[src/rtl/tile_config_frame_mem.sv]
// Double-buffered tile configuration frame memory.
// Frames are captured into a shadow array on FrameStrobe rising edges with an
// even-parity check; Commit copies shadow to the active array that drives
// ConfigBits. Active frames can be read back one frame at a time.
// Ports:
//   CLK, RST            clock, synchronous active-high reset
//   FrameData/Parity    frame payload and its even-parity bit
//   FrameStrobe         one strobe per frame, rising edge writes
//   Commit / ClearErr   shadow->active copy request / clear parity error
//   ReadReq / ReadSel   readback request and frame index
//   ReadData/ReadValid  readback frame (active array), 1-cycle valid pulse
//   CommitDone          1-cycle pulse after a successful commit
//   ParityErr/ErrFrame  sticky parity failure flag and first failing frame
//   ConfigBits(_N)      active configuration bits and their inverse
module tile_config_frame_mem #(
  parameter int unsigned MAX_FRAMES_PER_COL = 20,
  parameter int unsigned FRAME_BITS_PER_ROW = 32,
  parameter int unsigned NO_CONFIG_BITS     = 640,
  parameter logic [MAX_FRAMES_PER_COL*FRAME_BITS_PER_ROW-1:0] RESET_BITSTREAM = '0,
  parameter int unsigned SEL_W              = $clog2(MAX_FRAMES_PER_COL)
) (
  input  logic                          CLK,
  input  logic                          RST,
  input  logic [FRAME_BITS_PER_ROW-1:0] FrameData,
  input  logic                          FrameParity,
  input  logic [MAX_FRAMES_PER_COL-1:0] FrameStrobe,
  input  logic                          Commit,
  input  logic                          ClearErr,
  input  logic                          ReadReq,
  input  logic [SEL_W-1:0]              ReadSel,
  output logic [FRAME_BITS_PER_ROW-1:0] ReadData,
  output logic                          ReadValid,
  output logic                          CommitDone,
  output logic                          ParityErr,
  output logic [SEL_W-1:0]              ErrFrame,
  output logic [NO_CONFIG_BITS-1:0]     ConfigBits,
  output logic [NO_CONFIG_BITS-1:0]     ConfigBits_N
);

  localparam int unsigned TOTAL_BITS = MAX_FRAMES_PER_COL * FRAME_BITS_PER_ROW;

  logic [TOTAL_BITS-1:0]         r_shadow;
  logic [TOTAL_BITS-1:0]         r_active;
  logic [MAX_FRAMES_PER_COL-1:0] r_strobe_q;
  logic [FRAME_BITS_PER_ROW-1:0] r_read_data;
  logic                          r_read_valid;
  logic                          r_commit_done;
  logic                          r_parity_err;
  logic [SEL_W-1:0]              r_err_frame;

  logic [MAX_FRAMES_PER_COL-1:0] w_rise;
  logic                          w_any_rise;
  logic                          w_parity_ok;
  logic [SEL_W-1:0]              w_low_fail;
  logic [TOTAL_BITS-1:0]         w_shadow_next;
  logic [FRAME_BITS_PER_ROW-1:0] w_read_frame;

  assign w_rise      = FrameStrobe & ~r_strobe_q;
  assign w_any_rise  = |w_rise;
  assign w_parity_ok = ~(^FrameData ^ FrameParity);

  // Lowest rising strobe index, reported as the failing frame
  always_comb begin
    w_low_fail = '0;
    for (int f = MAX_FRAMES_PER_COL - 1; f >= 0; f--) begin
      if (w_rise[f]) w_low_fail = SEL_W'(f);
    end
  end

  // Broadcast FrameData into every frame whose strobe just rose
  always_comb begin
    w_shadow_next = r_shadow;
    for (int f = 0; f < MAX_FRAMES_PER_COL; f++) begin
      if (w_rise[f]) w_shadow_next[f*FRAME_BITS_PER_ROW +: FRAME_BITS_PER_ROW] = FrameData;
    end
  end

  // Readback mux; out-of-range selects fall through to zero
  always_comb begin
    w_read_frame = '0;
    for (int f = 0; f < MAX_FRAMES_PER_COL; f++) begin
      if (ReadSel == SEL_W'(f)) w_read_frame = r_active[f*FRAME_BITS_PER_ROW +: FRAME_BITS_PER_ROW];
    end
  end

  always_ff @(posedge CLK) begin
    if (RST) begin
      r_shadow      <= RESET_BITSTREAM;
      r_active      <= RESET_BITSTREAM;
      r_strobe_q    <= '0;
      r_read_data   <= '0;
      r_read_valid  <= 1'b0;
      r_commit_done <= 1'b0;
      r_parity_err  <= 1'b0;
      r_err_frame   <= '0;
    end else begin
      r_strobe_q    <= FrameStrobe;
      r_read_valid  <= ReadReq;
      r_commit_done <= 1'b0;
      if (ReadReq) r_read_data <= w_read_frame;
      // Commit copies the pre-edge shadow, so same-cycle writes stay uncommitted
      if (Commit && !r_parity_err) begin
        r_active      <= r_shadow;
        r_commit_done <= 1'b1;
      end
      if (w_any_rise && w_parity_ok) r_shadow <= w_shadow_next;
      // A new failure beats a same-cycle ClearErr; otherwise the first error is kept
      if (w_any_rise && !w_parity_ok) begin
        r_parity_err <= 1'b1;
        if (!r_parity_err || ClearErr) r_err_frame <= w_low_fail;
      end else if (ClearErr) begin
        r_parity_err <= 1'b0;
        r_err_frame  <= '0;
      end
    end
  end

  assign ReadData     = r_read_data;
  assign ReadValid    = r_read_valid;
  assign CommitDone   = r_commit_done;
  assign ParityErr    = r_parity_err;
  assign ErrFrame     = r_err_frame;
  assign ConfigBits   = r_active[NO_CONFIG_BITS-1:0];
  assign ConfigBits_N = ~r_active[NO_CONFIG_BITS-1:0];

endmodule

[config.mk]
export PLATFORM = sky130hd
export DESIGN_NAME = tile_config_frame_mem
export DESIGN_NICKNAME = d
export VERILOG_FILES = /design/src/rtl/tile_config_frame_mem.sv
export SDC_FILE = /design/constraint.sdc
export NUM_CORES = 2
export LEC_CHECK = 0
export CORE_AREA = 2 2 544 546
export DETAILED_ROUTE_END_ITERATION = 16
export DIE_AREA = 0 0 546 548
export GPL_ROUTABILITY_DRIVEN = 0
export SETUP_SLACK_MARGIN = 0.2
export SKIP_LAST_GASP = 1
export SLEW_MARGIN = 20
export SYNTH_ARGS = -nofsm -noshare
export SYNTH_HDL_FRONTEND = slang
export SYNTH_SLANG_ARGS = --single-unit
[constraint.sdc]
create_clock -name CLK -period 2.8 [get_ports CLK]
set_input_delay 0.28 -clock CLK [delete_from_list [all_inputs] [get_ports CLK]]
set_output_delay 0.28 -clock CLK [all_outputs]
set_load 0.03 [all_outputs]
==> out/qor.txt <==
Final setup fails: 2
IO Port Bufs: 1382
Post-synthesis sequential area ratio: 0.4955
Primary FF master, synth: dfxtp_1
Clock Latency Late Sink: 880 ps
Flops & latches, synth: 1340
Syn Std Cell Area: 54140 sq um
Status: finished, violations left
Setup crit start kind: flop
Setup ws final: -24.44 ps
Actual slew at the worst max-slew pin: 1199 ps
Vias/cell: 4.802
Die Ht: 548 um
Clock transition at the registers of the reported paths: 70 ps
Yosys top cell by area: dfxtp_1
Max_cap viols: 0
Largest net degree at the start of global routing: 192
CTS Root Cell: clkbuf_16
Minimum clock period: 2824 ps
Static leakage: 28.43 nW
FP Rows: 199
Worst vdd ir: 0.6667 mV
Layout Skew: 97.11 ps
CTS Buffer Depth: 3
Routed Antenna Nets: 0
Worst EP required: 3540 ps
Initial DRC Count: 10.20k
Tot Pwr: 79.87 mW
Area occupied by multi-input gates: 23630 sq um
Setup TNS: -29.04 ps
CORE AREA: 293100 sq um
Final wirelength: 464.7 mm
YS warnings: 0
GR Overflow Total: 0
Dpl ws: -1430 ps
WL/cell: 35.62 um
First-pass GRT wire length: 578.7 mm
Die ar.: 299200 sq um
Hold crit path type: in -> reg
Initial antenna violation count: 64
WS Path Type: reg -> reg
Vias in the first global route: 55.10k
Synth area leaders: dfxtp_1, nand2_1, a21oi_1, inv_1, clkbuf_1
Post-Synthesis Cells: 7452
Starting Density: 0.1848
Pre-antenna DRT Iters: 9
CTS Buf Count: 149
Area growth syn-to-layout: 53.20%
Syn nets: 7515
Synth async-reset ratio: 0
Unrepaired setup endpoints after global routing: yes
Final hold vios: 0
Fmax achieved: 0.3541 GHz
Failing checks: setup timing
Endpoint class of the critical path: flop
Final Slew Violations: 0
Clk sinks: 1340
Fillers: 31.70k
Fin nets: 9048
Register area: 26900 sq um
Die W: 546 um
Worst path arrival time: 3560 ps
Overall routing resource usage: 0.2935
Layout cells sized above 1: 0.1258
Yosys top cell area share: 0.4955
Vias: 62.65k
Final worst path period share: 1.009
Synth cell types: 66
Dpl hpwl: 359.0 mm
Cell Pwr Density: 962.9 nW/um^2
CTS tree: done
Worst Path Max Fanout: 4
Residual DRC: 0
IO Count: 1383
H-tree lvl count: 4
Avg Cell Area, Syn: 7.266 sq um
Number of synthesized flops with an enable pin: 0
Max_slew headroom: 0.2004
-- cell usage in the layout, fill, tap and decap left out, types with 19 or more instances in the layout --
master           count
nand2_2             20
clkbuf_16          161
buf_2               31
a21oi_1           1393
dlymetal6s2s_1      46
o221ai_1            29
diode_2             26
clkbuf_8            23
o22ai_1             49
dfxtp_2             47
clkbuf_1            30
a221oi_1            19
xnor2_1             26
nor2_1              98
a222oi_1            20
mux2i_1             47
clkinv_2            27
nor2b_1             35
inv_1              645
buf_12             123
clkdlybuf4s50_1   1134
a21oi_2             37
dfxtp_1           1290
a211oi_1            22
a22oi_1             35
nand2_1           2618
o21ai_0             96
buf_4              458
o211ai_1            29
dlygate4sd2_1      149
nand2_4             20
-- cell type report --
type | count | share of cell area
timing repair buffer | 1977 | 0.2394
tap | 3919 | 0.05912
multi-input combinational | 4869 | 0.2848
inverter | 648 | 0.02934
sequential | 1340 | 0.3243
antenna | 26 | 0.0007844
clock inverter | 65 | 0.01216
clock buffer | 202 | 0.05013
-- metrics by stage --
step                      utilization  hold WS, ps  instances  instance area (sq um)
after floorplan                     -        408.2       7452                  54140
after global placement         0.2602        436.4      12710                  76260
after detailed placement       0.2603        441.0      12710                  76270
after CTS                      0.2786        5.126      12990                  81640
after global routing           0.2829        36.29      13030                  82900
final                          0.2830        64.07      13050                  82950
-- final timing paths --
kind | startpoint | to | slack (ps) | cells past startpoint
worst min register to register | r_shadow[0]$_SDFFE_PP0P_ | ConfigBits[0]$_SDFFE_PP0P_ | 360 | 2
worst max-delay path | ConfigBits[132]$_SDFFE_PP0P_ | ReadData[4]$_SDFFE_PP0P_ | -20 | 8
worst max register to register | ConfigBits[132]$_SDFFE_PP0P_ | ReadData[4]$_SDFFE_PP0P_ | -20 | 8
worst min-delay path | FrameData[0] | r_shadow[96]$_SDFFE_PP0P_ | 60 | 4
-- metal layers --
| metal | up-vias | share of wire | global-route usage |
|---|---|---|---|
| li1 | 27010 | - | - |
| met1 | 29950 | 0.37 | 0.3496 |
| met2 | 4761 | 0.40 | 0.4214 |
| met3 | 929 | 0.15 | 0.1474 |
| met4 | 6 | 0.071 | 0.1705 |
| met5 | - | 0.00010 | 0 |
-- state kept, by name, indices dropped and copies added (netlist names) --
register / cells
ErrFrame: 5
CommitDone: 1
ReadValid: 1
r_shadow: 640
r_strobe_q: 20
ParityErr: 1
ReadData: 32
ConfigBits: 640
-- kinds of logic (layout without fill, tap and decap cells) --
logic type | count (synthesis) | count (layout) | share of synthesized area
AND/OR/NAND/NOR | 2928 | 2928 | 0.2098
flip-flops | 1340 | 1340 | 0.4955
buffers and inverters | 1243 | 2892 | 0.08807
AO/OA/AOI/OAI | 1850 | 1850 | 0.1876
other | 0 | 26 | 0
XOR/XNOR | 32 | 32 | 0.005431
multiplexers | 59 | 59 | 0.01368
-- critical path, cell delays in order, from the launching register on --
cell      delay (ps)
dfxtp_1          470
nand2_1          170
o21ai_0          120
a222oi_1         780
nand3_1          320
o221ai_1         170
buf_4            200
a221o_1          310
a31oi_1          130
-- power breakdown --
group	leakage (nW)	internal (mW)	switching [mW]
logic	15.0	10.6	21.5
registers	10.9	23.0	3.57
clock network	2.52	12.0	9.18
total	28.4	45.6	34.2
-- cells in the mapped netlist (7+ instances only) --
master,n
a22o_1,10
a221oi_1,25
nor3_1,30
nand2_1,2658
nand2b_1,21
o22ai_1,56
mux2i_1,47
a221o_1,8
inv_1,647
o211ai_1,29
o32ai_1,7
xnor2_1,27
nor2_1,111
mux4_2,12
dfxtp_1,1340
a222oi_1,20
a22oi_1,37
and3_1,10
a31oi_1,12
nor2b_1,44
buf_1,35
buf_2,73
clkbuf_1,485
o221ai_1,34
or3_1,7
o21ai_0,110
a211oi_1,24
a21oi_1,1435
nand3_1,21
-- repair_timing --
item,4_1_cts,5_1_grt
hold buffers,7,0
cloned,0,15
hold endpoints to repair,36,0
gates resized for setup,244,201
setup buffers,2,21
pin swaps,13,56
endpoints found under the setup margin,234,559
Note: power is estimated with default switching activity, not from simulation.
